===== src/rtl/cmd_arb_pkg.sv =====
// cmd_arb_pkg: shared types and default response codes for the command
// arbiter and its response scheduler.
package cmd_arb_pkg;

  typedef enum logic [1:0] {
    ST_IDLE,
    ST_ISSUE,
    ST_EXEC,
    ST_RESP
  } main_st_e;

  typedef enum logic {
    TX_IDLE,
    TX_BUSY
  } tx_st_e;

  typedef enum logic {
    OWN_UART,
    OWN_TOUR
  } owner_e;

  localparam int unsigned TMO_W_DEF     = 24;
  localparam logic [7:0]  RESP_DONE_DEF = 8'hA5;
  localparam logic [7:0]  RESP_PROG_DEF = 8'h5A;
  localparam logic [7:0]  RESP_ERR_DEF  = 8'h55;

endpackage


===== src/rtl/cmd_arb_resp_sched.sv =====
// resp_sched: response byte scheduler in front of the UART transmitter.
// A pushed byte is launched (resp + one-cycle trmt) when the transmitter is
// idle, parked in a 1-deep hold register while it is busy, and dropped with
// the sticky resp_ovf flag set when the hold register is already occupied.
// Ports:
//   clk, rst      : clock, asynchronous active-high reset
//   i_push/i_byte : response byte to schedule (one-cycle strobe)
//   i_tx_done     : transmitter finished the current byte
//   o_resp/o_trmt : byte to transmit and its start pulse
//   o_resp_ovf    : sticky, a byte was dropped
module resp_sched
  import cmd_arb_pkg::*;
(
  input  logic       clk,
  input  logic       rst,
  input  logic       i_push,
  input  logic [7:0] i_byte,
  input  logic       i_tx_done,
  output logic [7:0] o_resp,
  output logic       o_trmt,
  output logic       o_resp_ovf
);

  tx_st_e     r_state;
  tx_st_e     w_state_nxt;
  logic [7:0] r_hold;
  logic       r_hold_vld;
  logic [7:0] r_resp;
  logic       r_trmt;
  logic       r_ovf;

  logic       w_send;
  logic [7:0] w_send_byte;
  logic       w_hold_ld;
  logic       w_hold_clr;
  logic       w_ovf;

  always_comb begin
    w_state_nxt = r_state;
    w_send      = 1'b0;
    w_send_byte = i_byte;
    w_hold_ld   = 1'b0;
    w_hold_clr  = 1'b0;
    w_ovf       = 1'b0;
    case (r_state)
      TX_IDLE: begin
        if (i_push) begin
          w_send      = 1'b1;
          w_state_nxt = TX_BUSY;
        end
      end
      TX_BUSY: begin
        if (i_tx_done) begin
          if (r_hold_vld) begin
            // Held byte goes out first; a simultaneous push refills the hold.
            w_send      = 1'b1;
            w_send_byte = r_hold;
            if (i_push) w_hold_ld  = 1'b1;
            else        w_hold_clr = 1'b1;
          end else if (i_push) begin
            w_send = 1'b1;
          end else begin
            w_state_nxt = TX_IDLE;
          end
        end else if (i_push) begin
          if (r_hold_vld) w_ovf     = 1'b1;
          else            w_hold_ld = 1'b1;
        end
      end
      default: w_state_nxt = TX_IDLE;
    endcase
  end

  always_ff @(posedge clk or posedge rst) begin
    if (rst) r_state <= TX_IDLE;
    else     r_state <= w_state_nxt;
  end

  always_ff @(posedge clk or posedge rst) begin
    if (rst) begin
      r_hold     <= '0;
      r_hold_vld <= 1'b0;
      r_resp     <= '0;
      r_trmt     <= 1'b0;
      r_ovf      <= 1'b0;
    end else begin
      r_trmt <= w_send;
      if (w_send) r_resp <= w_send_byte;
      if (w_hold_ld) begin
        r_hold     <= i_byte;
        r_hold_vld <= 1'b1;
      end else if (w_hold_clr) begin
        r_hold_vld <= 1'b0;
      end
      if (w_ovf) r_ovf <= 1'b1;
    end
  end

  assign o_resp     = r_resp;
  assign o_trmt     = r_trmt;
  assign o_resp_ovf = r_ovf;

endmodule


===== src/rtl/cmd_arb.sv =====
// cmd_arb: grants the shared cmd_proc command path to the tour sequencer or
// the UART wrapper, presents the command with a cmd_rdy/clr_cmd_rdy
// handshake, and queues the completion response towards the UART
// transmitter. A watchdog of TMO_W bits aborts a command that never
// completes and reports RESP_ERR.
// Ports:
//   clk, rst                      : clock, asynchronous active-high reset
//   cmd_UART/cmd_rdy_UART/clr_UART: UART command source and consume pulse
//   tour_cmd/tour_vld/tour_last/tour_ack : tour move source and consume pulse
//   cmd/cmd_rdy/clr_cmd_rdy       : command handshake with cmd_proc
//   send_resp                     : cmd_proc completion strobe
//   resp/trmt/tx_done             : UART transmitter interface
//   resp_ovf                      : sticky, a response byte was dropped
module cmd_arb
  import cmd_arb_pkg::*;
#(
  parameter int unsigned TMO_W     = TMO_W_DEF,
  parameter logic [7:0]  RESP_DONE = RESP_DONE_DEF,
  parameter logic [7:0]  RESP_PROG = RESP_PROG_DEF,
  parameter logic [7:0]  RESP_ERR  = RESP_ERR_DEF
) (
  input  logic        clk,
  input  logic        rst,
  input  logic [15:0] cmd_UART,
  input  logic        cmd_rdy_UART,
  output logic        clr_UART,
  input  logic [15:0] tour_cmd,
  input  logic        tour_vld,
  input  logic        tour_last,
  output logic        tour_ack,
  output logic [15:0] cmd,
  output logic        cmd_rdy,
  input  logic        clr_cmd_rdy,
  input  logic        send_resp,
  output logic [7:0]  resp,
  output logic        trmt,
  input  logic        tx_done,
  output logic        resp_ovf
);

  main_st_e         r_state;
  main_st_e         w_state_nxt;
  owner_e           r_owner;
  logic             r_last;
  logic             r_in_tour;
  logic [15:0]      r_cmd;
  logic             r_cmd_rdy;
  logic             r_clr_uart;
  logic             r_tour_ack;
  logic [TMO_W-1:0] r_wdog;
  logic [7:0]       r_resp_byte;

  logic             w_grant_tour;
  logic             w_grant_uart;
  logic             w_enter_exec;
  logic             w_done;
  logic             w_tmo;
  logic             w_push;
  logic [7:0]       w_resp_sel;

  always_comb begin
    w_state_nxt  = r_state;
    w_grant_tour = 1'b0;
    w_grant_uart = 1'b0;
    w_enter_exec = 1'b0;
    w_done       = 1'b0;
    w_tmo        = 1'b0;
    w_push       = 1'b0;
    case (r_state)
      ST_IDLE: begin
        if (tour_vld) begin
          w_grant_tour = 1'b1;
          w_state_nxt  = ST_ISSUE;
        end else if (cmd_rdy_UART && !r_in_tour) begin
          w_grant_uart = 1'b1;
          w_state_nxt  = ST_ISSUE;
        end
      end
      ST_ISSUE: begin
        if (clr_cmd_rdy) begin
          // Completion reported together with acceptance skips EXEC.
          if (send_resp) begin
            w_done      = 1'b1;
            w_state_nxt = ST_RESP;
          end else begin
            w_enter_exec = 1'b1;
            w_state_nxt  = ST_EXEC;
          end
        end
      end
      ST_EXEC: begin
        if (send_resp) begin
          w_done      = 1'b1;
          w_state_nxt = ST_RESP;
        end else if (&r_wdog) begin
          w_tmo       = 1'b1;
          w_state_nxt = ST_RESP;
        end
      end
      ST_RESP: begin
        w_push      = 1'b1;
        w_state_nxt = ST_IDLE;
      end
      default: w_state_nxt = ST_IDLE;
    endcase
  end

  always_comb begin
    if (w_tmo)                                  w_resp_sel = RESP_ERR;
    else if (r_owner == OWN_TOUR && !r_last)    w_resp_sel = RESP_PROG;
    else                                        w_resp_sel = RESP_DONE;
  end

  always_ff @(posedge clk or posedge rst) begin
    if (rst) r_state <= ST_IDLE;
    else     r_state <= w_state_nxt;
  end

  always_ff @(posedge clk or posedge rst) begin
    if (rst) begin
      r_owner     <= OWN_UART;
      r_last      <= 1'b0;
      r_in_tour   <= 1'b0;
      r_cmd       <= '0;
      r_cmd_rdy   <= 1'b0;
      r_clr_uart  <= 1'b0;
      r_tour_ack  <= 1'b0;
      r_wdog      <= '0;
      r_resp_byte <= '0;
    end else begin
      r_clr_uart <= w_grant_uart;
      r_tour_ack <= w_grant_tour;
      if (w_grant_tour) begin
        r_cmd     <= tour_cmd;
        r_owner   <= OWN_TOUR;
        r_last    <= tour_last;
        r_in_tour <= 1'b1;
      end else if (w_grant_uart) begin
        r_cmd   <= cmd_UART;
        r_owner <= OWN_UART;
        r_last  <= 1'b0;
      end
      if (w_grant_tour || w_grant_uart)          r_cmd_rdy <= 1'b1;
      else if (r_state == ST_ISSUE && clr_cmd_rdy) r_cmd_rdy <= 1'b0;
      if (w_enter_exec)             r_wdog <= '0;
      else if (r_state == ST_EXEC)  r_wdog <= r_wdog + 1'b1;
      if (w_done || w_tmo) r_resp_byte <= w_resp_sel;
      // A timeout aborts the whole tour, not just the current move.
      if (w_tmo || (w_done && r_owner == OWN_TOUR && r_last)) r_in_tour <= 1'b0;
    end
  end

  resp_sched u_resp_sched (
    .clk        (clk),
    .rst        (rst),
    .i_push     (w_push),
    .i_byte     (r_resp_byte),
    .i_tx_done  (tx_done),
    .o_resp     (resp),
    .o_trmt     (trmt),
    .o_resp_ovf (resp_ovf)
  );

  assign cmd      = r_cmd;
  assign cmd_rdy  = r_cmd_rdy;
  assign clr_UART = r_clr_uart;
  assign tour_ack = r_tour_ack;

endmodule


===== config.mk =====
export PLATFORM = sky130hd
export DESIGN_NAME = cmd_arb
export DESIGN_NICKNAME = d
export VERILOG_FILES = /design/src/rtl/cmd_arb_pkg.sv /design/src/rtl/cmd_arb_resp_sched.sv /design/src/rtl/cmd_arb.sv
export SDC_FILE = /design/constraint.sdc
export NUM_CORES = 1
export LEC_CHECK = 0
export ABC_AREA = 1
export CORE_ASPECT_RATIO = 0.75
export CORE_MARGIN = 5
export CORE_UTILIZATION = 51
export DETAILED_ROUTE_END_ITERATION = 8
export PLACE_DENSITY_LB_ADDON = 0.12
export SYNTH_ARGS = -nofsm -noshare
export SYNTH_HDL_FRONTEND = slang
export SYNTH_SLANG_ARGS = --single-unit

===== constraint.sdc =====
create_clock -name clk -period 5.1 [get_ports clk]
set_clock_uncertainty 0.2 [all_clocks]
set_input_delay 1.02 -clock clk [delete_from_list [all_inputs] [get_ports clk]]
set_output_delay 1.02 -clock clk [all_outputs]
set_load 0.05 [all_outputs]

# [After elaboration in Yosys (flattened, before gate mapping)]
# Cells that the tools add are included.
[classes] add_sub_neg=1 eq_ne=6 mux=59 n_bitwise=1 n_reduce_logical=18
[ops] operator="$mux W24" n=2
[ops] operator="$mux W1" n=41
[ops] operator="$mux W8" n=5
[ops] operator="$mux W16" n=2
[ops] operator="$add A24 B1 Y24 const B" n=1
[ops] operator="$reduce_and A24 Y1" n=1
[ops] operator="$mux W2" n=5
[ops] operator="$reduce_bool A2 Y1" n=5
[ops] operator="$pmux W2 S4" n=1
[ops] operator="$ne A3 B3 Y1 const B" n=2
[ops] operator="$pmux W1 S2" n=3
[ops] operator="$logic_and A1 B1 Y1" n=5
[ops] operator="$eq A2 B2 Y1 const B" n=2
[ops] operator="$logic_or A1 B1 Y1" n=3
[ops] operator="$reduce_and A3 Y1" n=1
[ops] operator="$eq A2 B1 Y1 const B" n=1
[ops] operator="$logic_not A1 Y1" n=2
[ops] operator="$logic_not A2 Y1" n=1
[ops] operator="$ne A2 B2 Y1 const B" n=1
[ops] operator="$not A1 Y1" n=1
[totals] regBits=76 out_inout_bits=29 elab_cells=101

# [Logic depth before layout (Yosys ltp)]
# Gate-level depths: netlist of run 1.
[logic_depth] depth_word=8 ltp_mapped=11 mapped_depth_nobuf=10

# [Hierarchy]
# From an unflattened synthesis of run 1, not the netlist that was laid out.
[hier_totals] cells_unflattened=468 hier_area_um2=3811.2
[modules_own_cells] mod="cmd_arb" instances=1 cells_each=348 area_per_inst_um2=2807.7 seq_area_each_um2=1301.2
[modules_own_cells] mod="resp_sched" instances=1 cells_each=120 area_per_inst_um2=1003.5 seq_area_each_um2=500.5

# [Worst setup path before layout of run 1]
# No wires, ideal clock.
[synth_timing] path_type="register to output" start="register u_resp_sched.r_resp[2] (netlist: u_resp_sched.o_resp[2])" end="output port resp[2]" arrival_ns=0.904 t_required_ns=3.880 setup_slack_ns=2.976 stages_incl_launch_ff=2 path_buffers=1 path_cell_list="dfrtp_1 -> buf_4"
[synth_lines] item="from (decl)" line="cmd_arb_resp_sched.sv:28" source="logic [7:0] r_resp;"
[synth_lines] item="from (signal assigned)" line="cmd_arb_resp_sched.sv:88" source="if (w_send) r_resp <= w_send_byte;"
[synth_lines] item="to (decl)" line="cmd_arb.sv:35" source="output logic [7:0] resp,"
# No word-level cell between the ends.

# [Worst setup path after layout of run 1]
[layout_timing] start="input port tour_vld" end="register r_cmd[1] (netlist: cmd[1])"
[layout_via] elab_chain_cells=3 word_cells_on_any_way=6
[layout_lines] item="from (decl)" line="cmd_arb.sv:28" source="input logic tour_vld,"
[layout_lines] item="$mux W1" line="cmd_arb.sv:71" source="if (tour_vld) begin"
[layout_lines] item="$mux W1" line="cmd_arb.sv:69" source="case (r_state)"
[layout_lines] item="$mux W16 or $reduce_bool A2 Y1 (tied branches)"
[layout_lines] item="to (signal assigned)" line="cmd_arb.sv:134" source="r_cmd <= tour_cmd;"
[layout_lines] item="to (signal assigned)" line="cmd_arb.sv:139" source="r_cmd <= cmd_UART;"
[layout_lines] item="to (decl)" line="cmd_arb.sv:46" source="logic [15:0] r_cmd;"
# Parallel ways exist; a longest one is shown, timed or not.
# A chain may end at the register's enable or synchronous reset.

==> results of run 1 <==
## per-stage QoR
stage	cell area [um^2]	setup WS [ns]	instances
6_report	4212	2.030	562
5_1_grt	4212	1.769	562
4_1_cts	4212	2.019	562
3_5_place_dp	3993	1.669	546
2_1_floorplan	3291	2.282	408
3_3_place_gp	3993	1.742	546
## state kept, by name, indices dropped and copies added, names as in the netlist
name	flops
u_resp_sched.r_state	1
clr_UART	1
u_resp_sched.r_hold_vld	1
r_wdog	24
u_resp_sched.o_trmt	1
r_state	2
r_resp_byte	4
r_owner	1
cmd_rdy	1
r_last	1
r_in_tour	1
tour_ack	1
u_resp_sched.r_hold	4
u_resp_sched.o_resp	4
cmd	16
u_resp_sched.o_resp_ovf	1
## power by group
part,switching (mW),leakage [nW],internal (mW)
clock,0.206,0.110,0.276
combinational,0.745,0.990,0.372
sequential,0.110,0.798,0.679
## worst max path at each step
| stage | startpoint | end | slack (ns) | cells after the start |
|---|---|---|---|---|
| final | tour_vld | cmd[1]$_DFFE_PP0P_ | 2.03 | 7 |
| after detailed placement | tour_vld | cmd[1]$_DFFE_PP0P_ | 1.67 | 7 |
| after global routing | tour_vld | cmd[14]$_DFFE_PP0P_ | 1.77 | 7 |
| after global placement | tour_vld | cmd[6]$_DFFE_PP0P_ | 1.74 | 7 |
| after CTS | tour_vld | cmd[3]$_DFFE_PP0P_ | 2.02 | 7 |
| after floorplan | rst | clr_UART$_DFF_PP0_ | 2.28 | 1 |
## metal layers
metal | GRT usage | wire length [um] | share of wire
met3 | 0.08210 | 533 | 0.071
met4 | 0.04528 | 29 | 0.0039
met2 | 0.2893 | 3392 | 0.45
met5 | 0 | 0 | 0
met1 | 0.2707 | 3522 | 0.47
## kinds of logic (layout without fill, tap and decap cells)
family,Yosys count,count (layout),share of synthesized area
compound gates,64,64,0.1171
fa+ha+maj,5,5,0.01901
buf+inv,56,129,0.07681
simple gates,219,219,0.3004
flops,64,64,0.4867
## area by class of cell
type / instances / area, um^2
Timing Repair Buffer: 69 / 688.2
Fill cell: 533 / 2076
Inverter: 44 / 165.2
Multi-Input combinational cell: 288 / 1436
Tap cell: 81 / 101.3
Clock inverter: 7 / 95.09
Clock buffer: 9 / 123.9
Sequential cell: 64 / 1602
## critical path: cells and delay by family
family | cells | cell delay (ns)
buffers and inverters | 3 | 1.45
AOI/OAI and AO/OA | 1 | 0.17
and+or+nand+nor | 3 | 0.47
## cell usage in the layout, fill, tap and decap left out
cell / count
nand2_2: 8
dfrtp_1: 64
nand2_1: 108
inv_6: 1
nor3b_1: 1
nand3_2: 3
inv_1: 38
and2_1: 1
nand4_1: 6
o211ai_2: 1
and3_2: 1
clkbuf_8: 9
a31oi_1: 19
clkinv_4: 1
nand3b_1: 1
o21ai_0: 15
o21bai_1: 2
clkinv_2: 2
clkinvlp_4: 1
inv_2: 6
nor2_2: 5
nand3_1: 19
nor2_4: 7
clkdlybuf4s50_1: 68
a21oi_1: 17
a21boi_0: 1
nor2_1: 51
nor3_1: 8
bufinv_16: 2
o21a_1: 3
o211ai_1: 3
ha_1: 5
o311ai_0: 3
buf_4: 1
==> results.tsv, run 1 <==
stage	metric	value	unit
timing	post-route clock period utilization	0.6020	
run	Max-cap violations	0	
timing	final hold slack	0.2835	ns
clock_network	hold buffer count at cts	0	
finish	nets	521	
finish	share of cells above drive strength 1	0.09979	
timing	Slew @ Worst Pin	0.7446	ns
grt	initial antenna violation count	0	
grt	vias in the first global route	2752	
routing	DR iter-0 viols	111	
yosys	synth cell count leaders	nand2_1 (108), dfrtp_1 (64), nor2_1 (51)	
timing	Final min period	3.070	ns
finish	area delta synth->final	27.98	%
yosys	syn_nets	453	
clock_network	CTS tree	yes	
timing	Fmax	325.7	MHz
floorplan	die height	79.57	um
clock_network	CTS sink cnt	64	
clock_network	clock-pin slew on the worst setup and hold paths	0.08	ns
timing	RSZ-0062 raised after global routing	no	
critical_path	slowest stage delay, CP	0.54	ns
critical_path	FF-to-FF path depth	8	
critical_path	CP arrival	3.12	ns
power	Power, Total	2.387	mW
critical_path	WS Path Type	in -> reg	
placed_design	PortBufs	68	
yosys	average size of a mapped cell	8.065	um^2
clock_network	total CTS buffers	9	
critical_path	Worst Setup Start Kind	input port	
routing	Vias/cell	5.132	
grt	GR Overflow Total	0	
routing	Vias	2884	
yosys	EDFF count, synth	0	
yosys	Synth Cell Area	0.003291	mm^2
critical_path	R2R Setup Slk	2.46	ns
critical_path	Setup crit end kind	flip-flop	
routing	drt wl/cell	13.30	um
yosys	dominant synthesized flop cell	dfrtp_1	
finish	Diodes inserted	0	
floorplan	Die X	102.8	um
yosys	leading post-synthesis cells by cell area	dfrtp_1 (49%), nand2_1 (12%), nor2_1 (5.8%), inv_1 (4.4%), a31oi_1 (3.6%)	
critical_path	slowest CP cell	inv_1	
clock_network	htree depth	3	
timing	final hold vios	0	
grt	first-pass GRT wire length	12.64	mm
clock_network	Clk Latency, worst-skew pair	0.34	ns
routing	final antenna-violating net count	0	
floorplan	row count	25	
power	VDD IR max	294.4	uV
placed_design	Final Wtd Congestion	0.7825	
worst_hold_path	HP Start	u_resp_sched.r_hold[6]$_DFFE_PP0P_	
yosys	asr flop ratio synth	1.000	
yosys	FF+latch count, synth	64	
finish	Final Util	0.6699	
timing	final slew viol count	0	
yosys	Synth cell types	30	
critical_path	critical-path maximum fanout	33	
floorplan	Initial Util	0.5234	
timing	TNS Setup	0	ns
floorplan	full die area	0.008175	mm^2
grt	All-Layer GR Usage	0.1966	
worst_hold_path	hold crit path type	reg -> reg	
floorplan	Top Ports	69	
floorplan	core area	0.006287	mm^2
grt	largest net degree at the start of global routing	37	
routing	overall routed net length	7.477	mm
critical_path	Req. time, crit path	5.15	ns
critical_path	FF-to-FF Start	r_state[0]$_DFFE_PP0P_	
yosys	most frequent cell after synthesis	nand2_1	
critical_path	worst path cell trace	clkdlybuf4s50_1 -> nand2_2 -> inv_1 -> nor2_1 -> inv_2 -> nor2_1 -> a31oi_1	
critical_path	critical path's most frequent cell	nor2_1	
clock_network	Clock Tree Root	clkbuf_8	
routing	iteration count of the initial detailed-routing pass	4	
worst_hold_path	cell depth of the worst min-delay path	2	
yosys	Synth area leader	dfrtp_1	
timing	Slew HR	0.5029	
outcome	status	completed	
clock_network	clk buf depth	2	
yosys	Syn Inst Count	408	
critical_path	worst reg2reg path endpoint	cmd[1]$_DFFE_PP0P_	
yosys	Syn. warnings	0	
power	Leak	1.897	nW
yosys	sequential area share after synthesis	0.4867	
clock_network	CTS-repair resized insts	0	
placed_design	DP HPWL	5.461	mm
clock_network	postcts setup bufs	0	
power	PwrDens	566.9	mW/mm^2
routing	DRC	0	
timing	endpoints failing setup	0	
worst_hold_path	Worst Hold Path EP	u_resp_sched.r_hold[6]$_DFFE_PP0P_	
yosys	top-area cell type share of the netlist area	0.4867	
(Power assumes the default switching activity.)
==> run 2: changes to the inputs <==
--- a/config.mk
+++ b/config.mk
@@ -8,7 +8,7 @@
 export ABC_AREA = 1
 export CORE_ASPECT_RATIO = 0.75
 export CORE_MARGIN = 5
-export CORE_UTILIZATION = 51
+export CORE_UTILIZATION = 46
 export DETAILED_ROUTE_END_ITERATION = 8
 export PLACE_DENSITY_LB_ADDON = 0.12
 export SYNTH_ARGS = -nofsm -noshare
==> constraint.sdc (replaced) <==
create_clock -name clk -period 2.5 [get_ports clk]
set_clock_uncertainty 0.2 [all_clocks]
set_input_delay 0.5 -clock clk [delete_from_list [all_inputs] [get_ports clk]]
set_output_delay 0.5 -clock clk [all_outputs]
set_load 0.05 [all_outputs]
==> run 2 against run 1 <==
Compared with the run above:
- first-iteration DRC count rose by 23%
- via count down 1.1%
- critical endpoint is now cmd_rdy
- clock-buffer cell count increased by 1
- global-route usage decreased by 1.5 points
- sequential power is 110% higher
- sequential share of layout area down 0.85 points
- cell count rose by 4.3%
- die area increased by 9.6%
- sequential cell count did not move
- cell area rose by 2.3%
==> results.tsv, run 2 (same netlist as run 1, synthesis figures left out) <==
stage	metric	value	unit	change
clock_network	htree depth	3		unchanged
outcome	status	completed		unchanged
floorplan	Initial Util	0.4771		was 0.5234
timing	RSZ-0062 raised after global routing	no		unchanged
timing	TNS Setup	0	ns	unchanged
clock_network	CTS sink cnt	64		unchanged
grt	initial antenna violation count	0		unchanged
power	PwrDens	1148	mW/mm^2	was 566.9 mW/mm^2
floorplan	full die area	0.008963	mm^2	was 0.008175 mm^2
finish	commonest non-fill, non-tap cell in the layout	nand2_1		unchanged
power	Leak	1.931	nW	was 1.897 nW
finish	max reg flops	24		unchanged
critical_path	worst path cell trace	clkdlybuf4s50_1		was clkdlybuf4s50_1 -> nand2_2 -> inv_1 -> nor2_1 -> inv_2 -> nor2_1 -> a31oi_1
timing	Fmax	446.9	MHz	
floorplan	die height	83.25	um	was 79.57 um
finish	Filler Cells Inserted	614		was 533
clock_network	CTS tree	yes		unchanged
clock_network	hold buffer count at cts	0		unchanged
clock_network	CTS-repair resized insts	0		unchanged
finish	share of cells above drive strength 1	0.1127		was 0.09979
routing	Vias	2851		was 2884
floorplan	core area	0.006897	mm^2	was 0.006287 mm^2
routing	DRC	0		unchanged
grt	first-pass GRT wire length	13.21	mm	was 12.64 mm
timing	post-route clock period utilization	0.8951		
timing	Slew HR	0.6340		was 0.5029
critical_path	R2R Setup Slk	0.48	ns	was 2.46 ns
critical_path	WS Path Type	reg -> out		was in -> reg
clock_network	Clock Tree Root	clkbuf_8		unchanged
routing	final antenna-violating net count	0		unchanged
finish	largest reg by FF count	r_wdog		unchanged
grt	All-Layer GR Usage	0.1812		was 0.1966
power	VDD IR max	706.2	uV	was 294.4 uV
floorplan	Top Ports	69		unchanged
grt	vias in the first global route	2842		was 2752
critical_path	CP arrival	1.54	ns	was 3.12 ns
floorplan	row count	26		was 25
timing	final slew viol count	0		unchanged
clock_network	postcts setup bufs	0		unchanged
finish	nets	528		was 521
placed_design	PortBufs	68		unchanged
run	Max-cap violations	0		unchanged
timing	Final min period	2.238	ns	
critical_path	critical-path maximum fanout	2		was 33
clock_network	clk buf depth	2		unchanged
critical_path	Setup crit end kind	primary output		was flip-flop
clock_network	Clk Latency, worst-skew pair	0.34	ns	about the same
routing	drt wl/cell	12.85	um	was 13.30 um
clock_network	total CTS buffers	9		unchanged
critical_path	FF-to-FF Start	r_state[0]$_DFFE_PP0P_		unchanged
routing	Vias/cell	4.865		was 5.132
critical_path	WP buf/inv	1		was 3
timing	Slew @ Worst Pin	0.5473	ns	was 0.7446 ns
grt	largest net degree at the start of global routing	42		was 37
finish	most frequent cells in the layout	nand2_1 (108), clkdlybuf4s50_1 (68), dfrtp_1 (64)		unchanged
critical_path	FF-to-FF path depth	10		was 8
finish	area delta synth->final	30.91	%	was 27.98%
routing	DR iter-0 viols	137		was 111
critical_path	slowest stage delay, CP	0.83	ns	was 0.54 ns
placed_design	DP Area	0.004079	mm^2	was 0.003993 mm^2
worst_hold_path	hold crit path type	in -> async		was reg -> reg
timing	endpoints failing setup	0		unchanged
finish	Diodes inserted	0		unchanged
floorplan	Die X	107.7	um	was 102.8 um
critical_path	worst reg2reg path endpoint	cmd[1]$_DFFE_PP0P_		unchanged
finish	post-layout instance area	0.004308	mm^2	was 0.004212 mm^2
critical_path	Worst path top cell family by delay	buffers and inverters		unchanged
critical_path	Req. time, crit path	1.80	ns	was 5.15 ns
grt	GR Overflow Total	0		unchanged
clock_network	clock-pin slew on the worst setup and hold paths	0.08	ns	about the same
routing	iteration count of the initial detailed-routing pass	4		unchanged
timing	final hold vios	0		unchanged
critical_path	slowest CP cell	clkdlybuf4s50_1		was inv_1
critical_path	Worst Setup Start Kind	flip-flop		was input port
placed_design	DP HPWL	5.595	mm	was 5.461 mm
placed_design	Final Wtd Congestion	0.8395		was 0.7825
routing	overall routed net length	7.533	mm	was 7.477 mm
run 2: changes by cell type in the layout (fill, tap and decap cells not counted), sizes merged:
cell	previous run	this run
clkinv	3	0
clkbuf	9	10
buf	1	8
clkinvlp	1	3
run 2: area by class of cell:
type	count	area, um^2	share of cell area
multi-input cells	288	1436	0.3334
flip-flops and latches	64	1602	0.3718
clock buffers	10	137.6	0.03195
well taps	98	122.6	0.02846
repair buffers	76	753.2	0.1748
inverters	44	165.2	0.03834
clock inverters	6	91.34	0.02120
run 2: stage by stage:
| stage | hold slack (ns) | instances | setup slack (ns) | total power, mW | util |
|---|---|---|---|---|---|
| after floorplan | 0.2479 | 408 | 0.2019 | 3.249 | - |
| after global placement | 0.2650 | 570 | 0.3050 | 3.920 | 0.5914 |
| after detailed placement | 0.2690 | 570 | 0.2815 | 3.958 | 0.5914 |
| after CTS | 0.1999 | 586 | 0.2380 | 4.992 | 0.6246 |
| after global routing | 0.2016 | 586 | 0.1925 | 5.285 | 0.6246 |
| final | 0.1962 | 586 | 0.2623 | 4.948 | 0.6246 |
run 2: how the worst max path moves through the flow:
stage / start / end / slack (ns) / depth (start not counted)
final: cmd_rdy$_DFFE_PP0P_ / cmd_rdy / 0.26 / 1
after global routing: r_state[0]$_DFFE_PP0P_ / cmd[1]$_DFFE_PP0P_ / 0.19 / 10
after CTS: u_resp_sched.o_resp[5]$_DFFE_PP0P_ / resp[7] / 0.24 / 1
after detailed placement: cmd_rdy_UART / cmd[11]$_DFFE_PP0P_ / 0.28 / 9
after global placement: send_resp / r_resp_byte[3]$_DFFE_PP0P_ / 0.31 / 6
after floorplan: rst / clr_UART$_DFF_PP0_ / 0.20 / 1
run 2: layer usage:
| layer | GRT usage | share of wire | up-vias |
|---|---|---|---|
| met3 | 0.05659 | 0.065 | 8 |
| met4 | 0.05390 | 0.011 | 0 |
| li1 | - | - | 1480 |
| met2 | 0.2658 | 0.43 | 75 |
| met1 | 0.2563 | 0.49 | 1288 |
| met5 | 0 | 0 | - |
run 2: power by group:
group	internal [mW]	switching, mW
Clock	0.592	0.428
Sequential	1.39	0.229
Combinational	0.789	1.52
Total	2.77	2.18
==> run 3: changes to the inputs <==
--- a/config.mk
+++ b/config.mk
@@ -7,8 +7,9 @@
 export LEC_CHECK = 0
 export ABC_AREA = 1
 export CORE_ASPECT_RATIO = 0.75
-export CORE_MARGIN = 5
+export CORE_MARGIN = 4
 export CORE_UTILIZATION = 46
+export CTS_CLUSTER_SIZE = 10
 export DETAILED_ROUTE_END_ITERATION = 8
 export PLACE_DENSITY_LB_ADDON = 0.12
 export SYNTH_ARGS = -nofsm -noshare
==> run 3 against run 2 <==
Compared with the run above:
- power shrank 2.5%
- sequential share of layout area grew 0.18 points
- clock-buffer cell count shrank 1
- critical path depth is the same
- clock power shrank 12%
- sequential cell count is the same
- global-route usage grew 0.98 points
- via count grew 1.8%
- wire length grew 2.4%
- first-iteration DRC count shrank 14%
- combinational power is essentially flat
- fmax shrank 1.2%
- highest routed layer unchanged
==> results.tsv, run 3 (same netlist as run 1, synthesis figures left out) <==
stage	metric	value	unit	change
clock_network	Clock Tree Root	clkbuf_8		unchanged
critical_path	slowest stage delay, CP	0.84	ns	was 0.83 ns
critical_path	Worst Setup Start Kind	flip-flop		unchanged
routing	drt wl/cell	13.16	um	was 12.85 um
worst_hold_path	hold crit path type	in -> async		unchanged
finish	largest reg by FF count	r_wdog		unchanged
power	Leak	1.921	nW	was 1.931 nW
floorplan	Top Ports	69		unchanged
grt	initial antenna violation count	0		unchanged
routing	Vias	2901		was 2851
grt	first-pass GRT wire length	12.89	mm	was 13.21 mm
power	Flop pwr share	0.334		was 0.326
timing	final slew viol count	0		unchanged
critical_path	FF-to-FF path depth	7		was 10
finish	Final Util	0.6216		was 0.6246
clock_network	hold buffer count at cts	0		unchanged
routing	DR iter-0 viols	118		was 137
run	Max-cap violations	0		unchanged
finish	Diodes inserted	0		unchanged
grt	GR Overflow Total	0		unchanged
floorplan	Die X	105.7	um	was 107.7 um
floorplan	row count	26		unchanged
critical_path	critical-path maximum fanout	2		unchanged
placed_design	PortBufs	68		unchanged
critical_path	CP arrival	1.56	ns	was 1.54 ns
timing	endpoints failing setup	0		unchanged
timing	post-route clock period utilization	0.9059		was 0.8951
clock_network	clk buf depth	2		unchanged
finish	max reg flops	24		unchanged
timing	final hold slack	0.2569	ns	was 0.1962 ns
placed_design	DP HPWL	5.750	mm	was 5.595 mm
critical_path	worst reg2reg path endpoint	r_resp_byte[3]$_DFFE_PP0P_		was cmd[1]$_DFFE_PP0P_
power	Comb power frac	0.481		was 0.467
critical_path	Worst path top cell family by delay	buffers and inverters		unchanged
floorplan	die height	81.25	um	was 83.25 um
grt	largest net degree at the start of global routing	34		was 42
grt	All-Layer GR Usage	0.1910		was 0.1812
floorplan	core area	0.006897	mm^2	unchanged
finish	storage element area	0.001602	mm^2	unchanged
placed_design	Place WS	0.2553	ns	was 0.2815 ns
timing	final hold vios	0		unchanged
critical_path	Setup crit end kind	primary output		unchanged
critical_path	WS Path Type	reg -> out		unchanged
finish	nets	528		unchanged
routing	Vias/cell	4.951		was 4.865
timing	Slew @ Worst Pin	0.5441	ns	was 0.5473 ns
power	NetSw	2.191	mW	was 2.181 mW
clock_network	CTS tree	yes		unchanged
power	Switching Fraction	0.4542		was 0.4408
outcome	status	completed		unchanged
timing	TNS Setup	0	ns	unchanged
critical_path	Req. time, crit path	1.80	ns	about the same
clock_network	postcts setup bufs	0		unchanged
routing	iteration count of the initial detailed-routing pass	4		unchanged
timing	Fmax	441.6	MHz	was 446.9 MHz
critical_path	slowest CP cell	clkdlybuf4s50_1		unchanged
timing	Final min period	2.265	ns	was 2.238 ns
floorplan	Initial Util	0.4771		unchanged
power	Int Power	2.632	mW	was 2.767 mW
clock_network	clock-pin slew on the worst setup and hold paths	0.07	ns	was 0.08 ns
power	Clock power frac	0.185		was 0.206
clock_network	total CTS buffers	9		unchanged
grt	vias in the first global route	2677		was 2842
floorplan	full die area	0.008585	mm^2	was 0.008963 mm^2
timing	Slew HR	0.6361		was 0.6340
routing	overall routed net length	7.714	mm	was 7.533 mm
power	VDD IR max	510.7	uV	was 706.2 uV
critical_path	FF-to-FF Start	r_state[0]$_DFFE_PP0P_		unchanged
timing	Final WS setup	0.2353	ns	was 0.2623 ns
timing	RSZ-0062 raised after global routing	no		unchanged
clock_network	htree depth	3		unchanged
placed_design	Final Wtd Congestion	0.8406		was 0.8395
finish	area delta synth->final	30.27	%	was 30.91%
routing	DRC	0		unchanged
finish	Filler Cells Inserted	634		was 614
clock_network	CTS sink cnt	64		unchanged
finish	most frequent cells in the layout	nand2_1 (108), clkdlybuf4s50_1 (68), dfrtp_1 (64)		unchanged
critical_path	worst path cell trace	clkdlybuf4s50_1		unchanged
routing	final antenna-violating net count	0		unchanged
critical_path	WP buf/inv	1		unchanged
clock_network	CTS-repair resized insts	0		unchanged
power	PwrDens	1125	mW/mm^2	was 1148 mW/mm^2
finish	Multi-input gate area	0.001436	mm^2	unchanged
critical_path	R2R Setup Slk	0.32	ns	was 0.48 ns
finish	commonest non-fill, non-tap cell in the layout	nand2_1		unchanged
clock_network	Clk Latency, worst-skew pair	0.35	ns	was 0.34 ns
finish	share of cells above drive strength 1	0.1127		unchanged
run 3: cell count changes in the layout (fill, tap and decap cells not counted), sizes merged:
cell    previous run  this run
bufinv             2         1
clkbuf            10         9
clkinv             0         2
run 3: per-layer routing:
metal	GRT usage	vias up	part of all wire
met3	0.07625	11	0.078
met2	0.2818	76	0.44
met5	0	-	0
met1	0.2630	1344	0.47
li1	-	1470	-
met4	0.05045	0	0.014
run 3: worst max path at each step:
stage | startpoint | endpoint | slack [ns] | cells after the start
6_report | cmd_rdy$_DFFE_PP0P_ | cmd_rdy | 0.24 | 1
3_3_place_gp | cmd_rdy_UART | cmd[10]$_DFFE_PP0P_ | 0.33 | 9
4_1_cts | cmd_rdy$_DFFE_PP0P_ | cmd_rdy | 0.22 | 1
5_1_grt | r_state[0]$_DFFE_PP0P_ | r_resp_byte[3]$_DFFE_PP0P_ | 0.12 | 7
3_5_place_dp | cmd_rdy_UART | cmd[1]$_DFFE_PP0P_ | 0.26 | 9
2_1_floorplan | rst | clr_UART$_DFF_PP0_ | 0.20 | 1
run 3: stage by stage:
step	total power, mW	instance area [um^2]	instances
finish	4.823	4287	586
CTS	4.864	4287	586
global placement	3.918	4091	570
global route	5.146	4287	586
floorplan	3.249	3291	408
detailed placement	3.956	4091	570
run 3: cell type report:
class,count,area share
clock inverter,7,0.01664
tap,98,0.02860
clock buffer,9,0.02890
multi-input combinational,288,0.3351
timing repair buffer,76,0.1786
sequential,64,0.3736
inverter,44,0.03853
run 3: worst register-to-register path, stage by stage (launching register included):
cell,delay (ns)
dfrtp_1,0.46
inv_1,0.12
ha_1,0.39
inv_2,0.17
a21oi_1,0.39
o21ai_0,0.20
nand2_1,0.11
a21oi_1,0.04
run 3: power by group through the flow:
stage | Sequential (mW) | Clock (mW) | Combinational, mW
2_1_floorplan | 2.24 | 0 | 1.01
3_3_place_gp | 1.62 | 0 | 2.30
3_5_place_dp | 1.63 | 0 | 2.33
4_1_cts | 1.61 | 0.913 | 2.34
5_1_grt | 1.66 | 0.970 | 2.51
6_report | 1.61 | 0.894 | 2.32
